$ cat src/rtl/calcu16_fetch_queue_if.sv
// calcu16 fetch queue bus interface.
// Groups the program-memory read port, the instruction handshake toward the
// core and the redirect/halt controls. The fetch queue uses the master view;
// the memory model and core (or a testbench) use the slave view.
interface calcu16_fetch_queue_if #(
  parameter int ADDR_W = 8,
  parameter int DATA_W = 16
);
  logic              imem_rd;
  logic [ADDR_W-1:0] imem_addr;
  logic [DATA_W-1:0] imem_rdata;
  logic              instr_valid;
  logic [DATA_W-1:0] instr;
  logic [ADDR_W-1:0] instr_pc;
  logic              instr_ready;
  logic              redirect_valid;
  logic [ADDR_W-1:0] redirect_pc;
  logic              halt;

  modport master (
    output imem_rd, imem_addr, instr_valid, instr, instr_pc,
    input  imem_rdata, instr_ready, redirect_valid, redirect_pc, halt
  );

  modport slave (
    input  imem_rd, imem_addr, instr_valid, instr, instr_pc,
    output imem_rdata, instr_ready, redirect_valid, redirect_pc, halt
  );
endinterface

$ cat src/rtl/calcu16_fetch_queue.sv
// calcu16 instruction fetch queue.
// Issues word reads into a synchronous program memory (1-cycle read latency)
// and buffers returned instructions in a DEPTH-entry prefetch FIFO. Space for
// a response is reserved at issue time, so a push can never overflow.
// A redirect flushes the FIFO and restarts fetching at redirect_pc; responses
// belonging to the old stream are dropped using an epoch bit.
// Optional build macro: CALCU16_FETCH_STATS_EN adds stall_cnt / flush_cnt.
module calcu16_fetch_queue #(
  parameter int ADDR_W   = 8,
  parameter int DATA_W   = 16,
  parameter int DEPTH    = 4,
  parameter int RESET_PC = 0
) (
  input  logic clk,
  input  logic rst_n,
  calcu16_fetch_queue_if.master bus
`ifdef CALCU16_FETCH_STATS_EN
  ,
  output logic [15:0] stall_cnt,
  output logic [7:0]  flush_cnt
`endif
);

  localparam int PTR_W = (DEPTH > 1) ? $clog2(DEPTH) : 1;
  localparam int CNT_W = PTR_W + 1;
  localparam logic [CNT_W:0]    DEPTH_C    = (CNT_W + 1)'(DEPTH);
  localparam logic [ADDR_W-1:0] RESET_PC_C = ADDR_W'(RESET_PC);

  logic [ADDR_W-1:0] pc_r;
  logic [CNT_W-1:0]  count_r;
  logic [PTR_W-1:0]  rd_ptr_r;
  logic [PTR_W-1:0]  wr_ptr_r;
  logic              inflight_r;
  logic [ADDR_W-1:0] inflight_addr_r;
  logic              inflight_epoch_r;
  logic              epoch_r;
  logic [DATA_W-1:0] data_mem_r [DEPTH];
  logic [ADDR_W-1:0] pc_mem_r   [DEPTH];

  logic [CNT_W:0]    credit_s;
  logic              issue_s;
  logic              push_s;
  logic              pop_s;
  logic              head_valid_s;

  // Reserved occupancy: stored entries plus the response still in flight.
  assign credit_s     = {1'b0, count_r} + {{CNT_W{1'b0}}, inflight_r};
  assign head_valid_s = (count_r != {CNT_W{1'b0}});

  // Issue / push / pop decisions for this cycle.
  always_comb begin
    issue_s = 1'b0;
    push_s  = 1'b0;
    pop_s   = 1'b0;
    if (!bus.halt && !bus.redirect_valid && (credit_s < DEPTH_C)) begin
      issue_s = 1'b1;
    end else begin
      issue_s = 1'b0;
    end
    // A response from an older epoch, or one arriving while a redirect is
    // being taken, belongs to the discarded stream.
    if (inflight_r && (inflight_epoch_r == epoch_r) && !bus.redirect_valid) begin
      push_s = 1'b1;
    end else begin
      push_s = 1'b0;
    end
    if (head_valid_s && bus.instr_ready) begin
      pop_s = 1'b1;
    end else begin
      pop_s = 1'b0;
    end
  end

  // The read strobe is forced low while reset is held so the memory sees
  // no request before the first post-reset cycle.
  assign bus.imem_rd     = issue_s & rst_n;
  assign bus.imem_addr   = pc_r;
  assign bus.instr_valid = head_valid_s;
  assign bus.instr       = data_mem_r[rd_ptr_r];
  assign bus.instr_pc    = pc_mem_r[rd_ptr_r];

  // Program counter, epoch and in-flight tracking.
  always_ff @(posedge clk or negedge rst_n) begin
    if (!rst_n) begin
      pc_r             <= RESET_PC_C;
      epoch_r          <= 1'b0;
      inflight_r       <= 1'b0;
      inflight_addr_r  <= {ADDR_W{1'b0}};
      inflight_epoch_r <= 1'b0;
    end else begin
      if (bus.redirect_valid) begin
        pc_r    <= bus.redirect_pc;
        epoch_r <= ~epoch_r;
      end else if (issue_s) begin
        pc_r <= pc_r + ADDR_W'(1'b1);
      end
      inflight_r <= issue_s;
      if (issue_s) begin
        inflight_addr_r  <= pc_r;
        inflight_epoch_r <= epoch_r;
      end
    end
  end

  // Prefetch FIFO storage, pointers and occupancy.
  always_ff @(posedge clk or negedge rst_n) begin
    if (!rst_n) begin
      rd_ptr_r <= {PTR_W{1'b0}};
      wr_ptr_r <= {PTR_W{1'b0}};
      count_r  <= {CNT_W{1'b0}};
      for (int i = 0; i < DEPTH; i++) begin
        data_mem_r[i] <= {DATA_W{1'b0}};
        pc_mem_r[i]   <= {ADDR_W{1'b0}};
      end
    end else if (bus.redirect_valid) begin
      rd_ptr_r <= {PTR_W{1'b0}};
      wr_ptr_r <= {PTR_W{1'b0}};
      count_r  <= {CNT_W{1'b0}};
    end else begin
      if (push_s) begin
        data_mem_r[wr_ptr_r] <= bus.imem_rdata;
        pc_mem_r[wr_ptr_r]   <= inflight_addr_r;
        wr_ptr_r             <= wr_ptr_r + PTR_W'(1'b1);
      end
      if (pop_s) begin
        rd_ptr_r <= rd_ptr_r + PTR_W'(1'b1);
      end
      case ({push_s, pop_s})
        2'b10:   count_r <= count_r + CNT_W'(1'b1);
        2'b01:   count_r <= count_r - CNT_W'(1'b1);
        default: count_r <= count_r;
      endcase
    end
  end

`ifdef CALCU16_FETCH_STATS_EN
  // Stall cycles (core ready, nothing to give) and redirect count.
  always_ff @(posedge clk or negedge rst_n) begin
    if (!rst_n) begin
      stall_cnt <= 16'h0000;
      flush_cnt <= 8'h00;
    end else if (bus.redirect_valid) begin
      stall_cnt <= 16'h0000;
      flush_cnt <= flush_cnt + 8'h01;
    end else if (bus.instr_ready && !head_valid_s && (stall_cnt != 16'hFFFF)) begin
      stall_cnt <= stall_cnt + 16'h0001;
    end
  end
`else
  // Statistics counters are not built in this configuration.
`endif

endmodule

$ cat src/flat_wrapper.sv
// flat-port wrapper written by rule: the top's interface ports become plain ports
module calcu16_fetch_queue_flat 
#(
  parameter int ADDR_W   = 8,
  parameter int DATA_W   = 16,
  parameter int DEPTH    = 4,
  parameter int RESET_PC = 0
)
  (clk, rst_n, bus_imem_rd, bus_imem_addr, bus_instr_valid, bus_instr, bus_instr_pc, bus_imem_rdata, bus_instr_ready, bus_redirect_valid, bus_redirect_pc, bus_halt);
  calcu16_fetch_queue_if #(.ADDR_W(ADDR_W), .DATA_W(DATA_W)) bus_i ();
  input  logic clk;
  input  logic rst_n;
  output wire logic [$bits(bus_i.imem_rd)-1:0] bus_imem_rd;
  output wire logic [$bits(bus_i.imem_addr)-1:0] bus_imem_addr;
  output wire logic [$bits(bus_i.instr_valid)-1:0] bus_instr_valid;
  output wire logic [$bits(bus_i.instr)-1:0] bus_instr;
  output wire logic [$bits(bus_i.instr_pc)-1:0] bus_instr_pc;
  input wire logic [$bits(bus_i.imem_rdata)-1:0] bus_imem_rdata;
  input wire logic [$bits(bus_i.instr_ready)-1:0] bus_instr_ready;
  input wire logic [$bits(bus_i.redirect_valid)-1:0] bus_redirect_valid;
  input wire logic [$bits(bus_i.redirect_pc)-1:0] bus_redirect_pc;
  input wire logic [$bits(bus_i.halt)-1:0] bus_halt;
  assign bus_imem_rd = bus_i.imem_rd;
  assign bus_imem_addr = bus_i.imem_addr;
  assign bus_instr_valid = bus_i.instr_valid;
  assign bus_instr = bus_i.instr;
  assign bus_instr_pc = bus_i.instr_pc;
  assign bus_i.imem_rdata = bus_imem_rdata;
  assign bus_i.instr_ready = bus_instr_ready;
  assign bus_i.redirect_valid = bus_redirect_valid;
  assign bus_i.redirect_pc = bus_redirect_pc;
  assign bus_i.halt = bus_halt;
  calcu16_fetch_queue #(.ADDR_W(ADDR_W), .DATA_W(DATA_W), .DEPTH(DEPTH), .RESET_PC(RESET_PC)) u_core (.clk(clk), .rst_n(rst_n), .bus(bus_i));
endmodule
$ cat config.mk
export PLATFORM = sky130hd
export DESIGN_NAME = calcu16_fetch_queue_flat
export DESIGN_NICKNAME = d
export VERILOG_FILES = /design/src/rtl/calcu16_fetch_queue_if.sv /design/src/rtl/calcu16_fetch_queue.sv /design/src/flat_wrapper.sv
export SDC_FILE = /design/constraint.sdc
export NUM_CORES = 1
export LEC_CHECK = 0
export BUFFER_PORTS_ARGS = -buffer_cell sky130_fd_sc_hd__clkbuf_2
export CAP_MARGIN = 0
export CORE_MARGIN = 4
export CORE_UTILIZATION = 25
export CTS_BUF_LIST = sky130_fd_sc_hd__clkbuf_8 sky130_fd_sc_hd__clkbuf_16
export DETAILED_ROUTE_END_ITERATION = 10
export SETUP_SLACK_MARGIN = 0.3
export SYNTH_ARGS = -nofsm -noshare
export SYNTH_HDL_FRONTEND = slang
export SYNTH_SLANG_ARGS = --single-unit
$ cat constraint.sdc
create_clock -name clk -period 4 [get_ports clk]
set_input_delay 0.2 -clock clk [delete_from_list [all_inputs] [get_ports clk]]
set_output_delay 0.2 -clock clk [all_outputs]
set_load 0.005 [all_outputs]
==> results.tsv, run 1 <==
stage	metric	value	unit
sta	Setup TNS Final	0	ps
layout	layout-stage area growth over the synthesis result	19.2	%
placement	Final GP Congestion	0.782	
power	highest ir drop seen on vdd	0.000209	V
floorplanning	initial core utilization	25.3	%
global_routing	wire length of the first global-routing pass	20.8	mm
power	fraction of power spent switching nets	30.9	%
cts	clock slew at the register clock pins of the worst setup and hold paths	70	ps
setup_path	capture instance of the worst register-to-register path	u_core.count_r[2]	
global_routing	GR Util met3	3.20	%
logic_synthesis	top cell type's share of synthesized area	51.6	%
floorplanning	Boundary Pins	63	
setup_path	Reg2Reg Depth	7	
setup_path	kind of critical path	reg2out	
sta	Min Clock Period, post-route	2670	ps
layout	area occupied by registers	3050	µm²
cts	clock sink count	122	
cts	root cell of the clock tree	clkbuf_16	
floorplanning	area inside the core boundary	23400	µm²
power	power share of the clock group	32.3	%
floorplanning	Die Height	162	µm
floorplanning	die boundary width	162	µm
power	leakage power	3.48	nW
setup_path	data arrival time of the worst path	2470	ps
setup_path	standard cell with the maximum stage delay on the critical path	nand3b_1	
setup_path	worst path bufs/invs	2	
logic_synthesis	post-synthesis register bit count	122	
setup_path	crit-path max FO	16	
layout	Antenna Diode Count	0	
floorplanning	# rows	56	
worst_hold_path	worst hold path type	in2reg	
logic_synthesis	Warnings, synthesis	0	
sta	worst slack on hold paths	23.6	ps
logic_synthesis	syn avg cell area	15.9	µm²
placement	Detail Placement HPWL	8.21	mm
worst_hold_path	Worst Hold Depth	2	
worst_hold_path	hold worst-path end	u_core.bus.imem_addr[5]	
global_routing	antenna violations before repair	0	
setup_path	cells traversed along the worst timing path	nor2_1, nand3b_1, inv_2, and2_1, clkbuf_2	
detailed_routing	Routed Antenna Nets	0	
layout	fraction of layout cells with a size suffix above 1	49.8	%
global_routing	Tot GR Track Use	10.3	%
power	pwr dens	651	nW/µm²
setup_path	Largest delay share family, worst path	simple AND/OR/NAND/NOR gates	
global_routing	global-route track usage on met2	16.9	%
detailed_routing	Avg Vias per Cell	4.27	
logic_synthesis	net count of the mapped netlist	407	
cts	count of instances resized after the clock tree is built	0	
power	cell internal pwr	3.17	mW
logic_synthesis	library cell with the highest instance count after synthesis	dfrtp_1	
global_routing	routing usage on met1	12.8	%
cts	worst-case clock buffer depth	2	
power	fraction of power consumed by combinational cells	27.3	%
layout	number of filler instances in the final layout	2394	
setup_path	required time worst endpoint	3800	ps
logic_synthesis	top cells by area, synth	dfrtp_1 52%, mux2_4 20%, mux4_2 9.1%	
job	max-cap violations	0	
global_routing	via count of the first global-routing pass	3787	
worst_hold_path	hold path start	bus_redirect_pc[5]	
sta	Tcrit/Tclk final	66.9	%
logic_synthesis	post-synthesis sequential area ratio	51.6	%
detailed_routing	drt drc	0	
global_routing	total global routing overflow	0	
logic_synthesis	area of the mapped netlist	5910	µm²
layout	total area of multi-input combinational cells	2630	µm²
sta	timing-limited maximum frequency	0.374	GHz
logic_synthesis	list of most frequent post-synthesis cells	122 x dfrtp_1, 80 x mux2_4, 35 x nand2_1, 24 x mux4_2, 17 x mux2_2	
sta	Final Hold Fails	0	
floorplanning	total die area	26200	µm²
cts	TritonCTS clock tree	built	
global_routing	GRT busiest layer	met2	
detailed_routing	length of the first detailed-routing pass in iterations	4	
sta	Final Slew Violations	0	
sta	Layout Skew	9.18	ps
power	Reg power frac	40.4	%
detailed_routing	Wirelength per Cell	16.6	µm
sta	RSZ-0062 raised after global routing	false	
logic_synthesis	fraction of registers with async set/reset	100	%
placement	Buffers on Ports	62	
setup_path	CP Capture Type	output port	
cts	cts bufs inserted	17	
detailed_routing	DR vias	3302	
power	net switching power	1.42	mW
layout	number of nets in the layout	476	
cts	clock latency at the later pin of the worst-skew pair	420	ps
sta	Worst Max-Slew Pin Slew	1040	ps
setup_path	launch instance of the worst register-to-register path	u_core.epoch_r	
setup_path	worst reg2reg setup slack	1460	ps
detailed_routing	number of design-rule violations left by the first detailed-router iteration	133	
logic_synthesis	top flip-flop cell by instance count after synthesis	dfrtp_1	
sta	final setup violation count	0	
detailed_routing	drt total wl	12.8	mm
setup_path	delay contributed by the slowest stage of the critical path	540	ps
run_status	result of the run	finished clean	
sta	Slew HR	30.4	%
cts	H-tree depth	4	
setup_path	Worst setup SP type	flip-flop	
logic_synthesis	number of enable flip-flop cells after synthesis	0	
global_routing	maximum number of pins on one net before global-route repair	55	
logic_synthesis	post-synthesis cell type with the largest combined area	dfrtp_1	
logic_synthesis	Post-Syn Instances	372	
logic_synthesis	library cells used by synthesis	44	
layout by cell type, fill, tap and decap left out, drive strengths merged:
cell type,instances
or3,1
nor3,3
nand3,5
clkinv,1
mux4,24
inv,16
nand2,39
a21oi,3
fa,1
nor2,9
clkbuf,78
xnor2,4
ha,5
mux2,97
nor4,2
clkinvlp,3
a32oi,1
a21o,2
and3,1
and4b,1
nand4,1
o21ai,5
and3b,1
buf,4
nor2b,1
a22oi,2
a31oi,2
dlygate4sd3,4
xor2,3
a211oi,1
dfrtp,122
a311o,1
and4,2
nand3b,1
and2,1
a221o,3
mux2i,1
o311ai,1
nand2b,2
flip-flops by register name, indices dropped and copies added (netlist names):
signal                   count
u_core.data_mem_r           64
u_core.pc_mem_r             32
u_core.bus.imem_addr         8
u_core.inflight_addr_r       8
u_core.count_r               3
u_core.rd_ptr_r              2
u_core.wr_ptr_r              2
u_core.epoch_r               1
u_core.inflight_epoch_r      1
u_core.inflight_r            1
how the worst max path moves through the flow:
stage,slack (ps),depth (start not counted),from,end
5_1_grt,1150,5,u_core.count_r[2],bus_imem_rd
6_report,1330,5,u_core.count_r[2],bus_imem_rd
3_3_place_gp,1480,7,u_core.epoch_r,u_core.count_r[2]
2_1_floorplan,1970,8,u_core.epoch_r,u_core.count_r[2]
3_5_place_dp,1440,7,u_core.epoch_r,u_core.count_r[2]
4_1_cts,1310,5,u_core.count_r[2],bus_imem_rd
power groups by stage:
stage / Clock (mW) / Sequential [mW] / Combinational (mW)
detailed placement: 0 / 1.88 / 1.28
global route: 1.60 / 1.91 / 1.36
global placement: 0 / 1.85 / 1.25
finish: 1.48 / 1.85 / 1.25
CTS: 1.54 / 1.86 / 1.29
floorplan: 0 / 1.71 / 0.993
cells by family (layout without fill, tap and decap cells):
kind of cell             Yosys count  after routing  share of synthesized area (%)
XOR/XNOR                           7              7                           1.16
multiplexers                     122            122                           32.9
buffers and inverters             24            106                           3.93
flip-flops                       122            122                           51.6
AO/OA/AOI/OAI                     21             21                           2.50
AND/OR/NAND/NOR                   70             70                           6.54
adder cells (fa/ha/maj)            6              6                           1.40
timing repair:
action                                 CTS  global route
endpoints found under the hold margin   54             0
hold buffers                             4             0
buffers inserted                         0             0
per-stage QoR:
| stage | instance area (µm²) | power [mW] | utilization (%) | setup slack, ps | cells |
|---|---|---|---|---|---|
| 6_report | 7050 | 4.59 | 30.1 | 1330 | 773 |
| 5_1_grt | 7050 | 4.87 | 30.1 | 1150 | 773 |
| 4_1_cts | 7050 | 4.69 | 30.1 | 1310 | 773 |
| 3_5_place_dp | 6440 | 3.16 | 27.5 | 1440 | 737 |
| 3_3_place_gp | 6440 | 3.10 | 27.5 | 1480 | 737 |
| 2_1_floorplan | 5910 | 2.70 | - | 1970 | 372 |
layer usage:
metal  wire (µm)  vias to the layer above  share of wire [%]
met1        5800                     1735                 45
met4         219                        0                1.7
met2        6400                       53                 50
met5           0                        -                  0
met3         405                       11                3.2
li1            -                     1503                  -
area by class of cell:
cell class | instances | area share (%)
flip-flops and latches | 122 | 43.3
multi-input cells | 226 | 37.3
clock buffers | 17 | 6.03
well taps | 319 | 5.66
repair buffers | 69 | 5.32
clock inverters | 15 | 2.13
inverters | 5 | 0.266
Note: power is estimated with default switching activity, not from simulation.
==> run 2: changes to the inputs <==
ABC_AREA = 1   (was unset)
clock period = 2.25 ns   (was 4 ns; I/O delays follow)
==> results.tsv, run 2 <==
stage	metric	value	unit	change
run_status	result of the run	finished clean		
logic_synthesis	library cell with the highest instance count after synthesis	nand2_1		
sta	Min Clock Period, post-route	1840	ps	
sta	timing-limited maximum frequency	0.543	GHz	
setup_path	crit-path max FO	4		-12
power	leakage power	3.35	nW	-3.7%
power	cell internal pwr	5.76	mW	+82%
job	max-cap violations	0		unchanged
logic_synthesis	library cells used by synthesis	27		-39%
cts	worst-case clock buffer depth	2		unchanged
sta	Layout Skew	8.09	ps	-1.09 ps
placement	Buffers on Ports	62		unchanged
detailed_routing	drt total wl	13.3	mm	+4.0%
logic_synthesis	Warnings, synthesis	0		unchanged
floorplanning	Die Height	157	µm	-3.0%
cts	clock slew at the register clock pins of the worst setup and hold paths	60	ps	about the same
layout	Antenna Diode Count	0		unchanged
setup_path	required time worst endpoint	2550	ps	-1250 ps
setup_path	delay contributed by the slowest stage of the critical path	430	ps	-110 ps
floorplanning	area inside the core boundary	21800	µm²	-6.7%
logic_synthesis	number of enable flip-flop cells after synthesis	0		unchanged
power	Reg power frac	36.3	%	-4.1 points
floorplanning	total die area	24600	µm²	-5.9%
layout	number of nets in the layout	729		+53%
detailed_routing	length of the first detailed-routing pass in iterations	4		unchanged
logic_synthesis	post-synthesis sequential area ratio	55.1	%	+3.4 points
layout	most used cells in the layout excluding fill and tap cells	143 x nand2_1, 120 x dfrtp_1, 81 x o21ai_0		
floorplanning	initial core utilization	25.4	%	+0.14 points
setup_path	cells traversed along the worst timing path	nor2_1, nand2_1, nand2_1, inv_1, nand2_1, inv_1, fa_2, xnor2_2, inv_1, nand2_1, nand2_1, nand3_1, nand2_1		
sta	Tcrit/Tclk final	81.8	%	
cts	clock latency at the later pin of the worst-skew pair	410	ps	about the same
detailed_routing	Routed Antenna Nets	0		unchanged
setup_path	CP Capture Type	flip-flop		
sta	Worst Max-Slew Pin Slew	692	ps	-352 ps
placement	Post-Place Worst Slack	316	ps	-1120 ps
power	fraction of power spent switching nets	31.3	%	+0.47 points
detailed_routing	drt drc	0		unchanged
setup_path	data arrival time of the worst path	2140	ps	-330 ps
logic_synthesis	top flip-flop cell by instance count after synthesis	dfrtp_1		
layout	register bank with the most flops	u_core.data_mem_r		
detailed_routing	Avg Vias per Cell	4.41		+3.2%
global_routing	antenna violations before repair	0		unchanged
worst_hold_path	worst hold path type	in2reg		
sta	final setup slack of the worst path	409	ps	-916 ps
global_routing	Tot GR Track Use	11.4	%	+1.1 points
power	fraction of power consumed by combinational cells	26.6	%	-0.7 points
cts	cts bufs inserted	17		unchanged
power	pwr dens	1220	nW/µm²	+87%
logic_synthesis	list of most frequent post-synthesis cells	143 x nand2_1, 122 x dfrtp_1, 81 x o21ai_0, 64 x o21ai_1, 54 x nor2_1		
logic_synthesis	syn avg cell area	8.86	µm²	-44%
floorplanning	die boundary width	157	µm	-3.0%
logic_synthesis	net count of the mapped netlist	661		+62%
layout	top flop regs	u_core.data_mem_r: 64 flops, u_core.pc_mem_r: 32 flops		
cts	H-tree depth	4		unchanged
setup_path	standard cell with the maximum stage delay on the critical path	dfrtp_1		
setup_path	launch instance of the worst register-to-register path	u_core.count_r[2]		
layout	layout-stage area growth over the synthesis result	24.3	%	
detailed_routing	number of design-rule violations left by the first detailed-router iteration	360		+170%
logic_synthesis	top cell type's share of synthesized area	55.1	%	+3.4 points
setup_path	startpoint of the most critical setup path	u_core.count_r[2]		
logic_synthesis	area of the mapped netlist	5550	µm²	-6.2%
global_routing	total global routing overflow	0		unchanged
layout	area occupied by registers	3060	µm²	about the same
logic_synthesis	Post-Syn Instances	626		+68%
detailed_routing	DR vias	4353		+32%
sta	final setup violation count	0		unchanged
setup_path	cell type with the highest occurrence count on the critical path	nand2_1		
cts	clock sink count	122		unchanged
sta	Final Slew Violations	0		unchanged
layout	most common cell after layout, fill and taps aside	nand2_1		
power	net switching power	2.63	mW	+86%
setup_path	Largest delay share family, worst path	simple AND/OR/NAND/NOR gates		
floorplanning	# rows	54		-3.6%
setup_path	worst reg2reg setup slack	410	ps	-1050 ps
layout	flip-flop count of the largest register after layout	64		unchanged
setup_path	worst path bufs/invs	3		+1
logic_synthesis	post-synthesis cell type with the largest combined area	dfrtp_1		
power	highest ir drop seen on vdd	0.000769	V	+270%
layout	fraction of layout cells with a size suffix above 1	18.7	%	-31 points
sta	Final Hold Fails	0		unchanged
setup_path	Worst setup SP type	flip-flop		
global_routing	wire length of the first global-routing pass	22.2	mm	+6.5%
layout	total area of multi-input combinational cells	2080	µm²	-21%
worst_hold_path	hold path start	bus_imem_rdata[14]		
cts	TritonCTS clock tree	built		
detailed_routing	Wirelength per Cell	13.5	µm	-19%
global_routing	via count of the first global-routing pass	4133		+9.1%
power	power share of the clock group	37.1	%	+4.8 points
logic_synthesis	top cells by area, synth	dfrtp_1 55%, nand2_1 9.7%, o21ai_0 7.3%		
global_routing	maximum number of pins on one net before global-route repair	123		+120%
placement	Final GP Congestion	0.779		-0.37%
setup_path	kind of critical path	reg2reg		
logic_synthesis	post-synthesis register bit count	122		unchanged
layout	number of filler instances in the final layout	2285		-4.6%
logic_synthesis	fraction of registers with async set/reset	100	%	unchanged
cts	root cell of the clock tree	clkbuf_16		
sta	Slew HR	53.9	%	+23 points
placement	Detail Placement HPWL	8.19	mm	-0.21%
floorplanning	Boundary Pins	63		unchanged
sta	RSZ-0062 raised after global routing	true		
sta	Setup TNS Final	0	ps	unchanged
-- run 2: cell count changes in the layout (fill, tap and decap cells not counted), moves of 24 or more --
cell	delta
nand2_1	+108
o21ai_1	+64
o21ai_0	+76
inv_1	+42
mux2_4	-80
mux4_2	-24
nor2_1	+45
o22ai_1	+24
-- run 2: power groups by stage --
stage	logic, mW	registers [mW]	clock network, mW
after floorplan	1.41	3.00	0
after global placement	2.20	3.06	0
after detailed placement	2.24	3.07	0
after CTS	2.26	3.04	3.17
after global routing	2.58	3.12	3.29
final	2.23	3.05	3.11
-- run 2: area by class of cell --
cell class / count / area share, %
Timing Repair Buffer: 86 / 7.90
Inverter: 48 / 2.74
Multi-Input combinational cell: 419 / 30.2
Sequential cell: 122 / 44.3
Clock buffer: 19 / 6.57
Clock inverter: 13 / 3.23
Tap cell: 280 / 5.08
-- run 2: timing repair --
item / CTS / global route
setup endpoints to repair: 0 / 15
buffers inserted: 0 / 1
hold buffers: 14 / 0
gates resized for setup: 0 / 5
endpoints found under the hold margin: 141 / 0
-- run 2: worst paths after layout --
check,cells after the start,to
worst max register to register,13,u_core.count_r[2]
worst min register to register,2,u_core.data_mem_r[32]
worst max-delay path,13,u_core.count_r[2]
min in group asynchronous,3,u_core.data_mem_r[8]
max in group asynchronous,3,u_core.count_r[0]
worst min-delay path,3,u_core.data_mem_r[14]
-- run 2: kinds of logic (layout without fill, tap and decap cells) --
logic type | after synthesis | count (layout) | synth area share [%]
adder cells (fa/ha/maj) | 6 | 6 | 1.49
AO/OA/AOI/OAI | 193 | 193 | 19.3
buffers and inverters | 85 | 166 | 7.65
XOR/XNOR | 5 | 5 | 0.790
flip-flops | 122 | 122 | 55.1
AND/OR/NAND/NOR | 215 | 215 | 15.7
-- run 2: per-layer routing --
layer	GRT usage, %	share of wire [%]	vias up
li1	-	-	2207
met1	16.2	51	2057
met2	16.9	44	75
met3	3.00	4.4	14
met4	3.55	1.0	0
met5	0	0	-
-- run 2: stage by stage --
stage                     utilization, %  hold slack (ps)  cells  area, µm²  power (mW)
final                               31.6             8.55    987       6890        8.39
after global routing                31.6             12.0    987       6890        8.99
after CTS                           31.5             1.41    986       6870        8.47
after detailed placement            27.7              334    940       6050        5.31
after global placement              27.7              339    940       6050        5.26
after floorplan                        -             -183    626       5550        4.41
-- run 2: tightest hold or removal path, stage by stage --
cell and delay (ps):
clkbuf_2 80, inv_1 100, o21ai_1 80
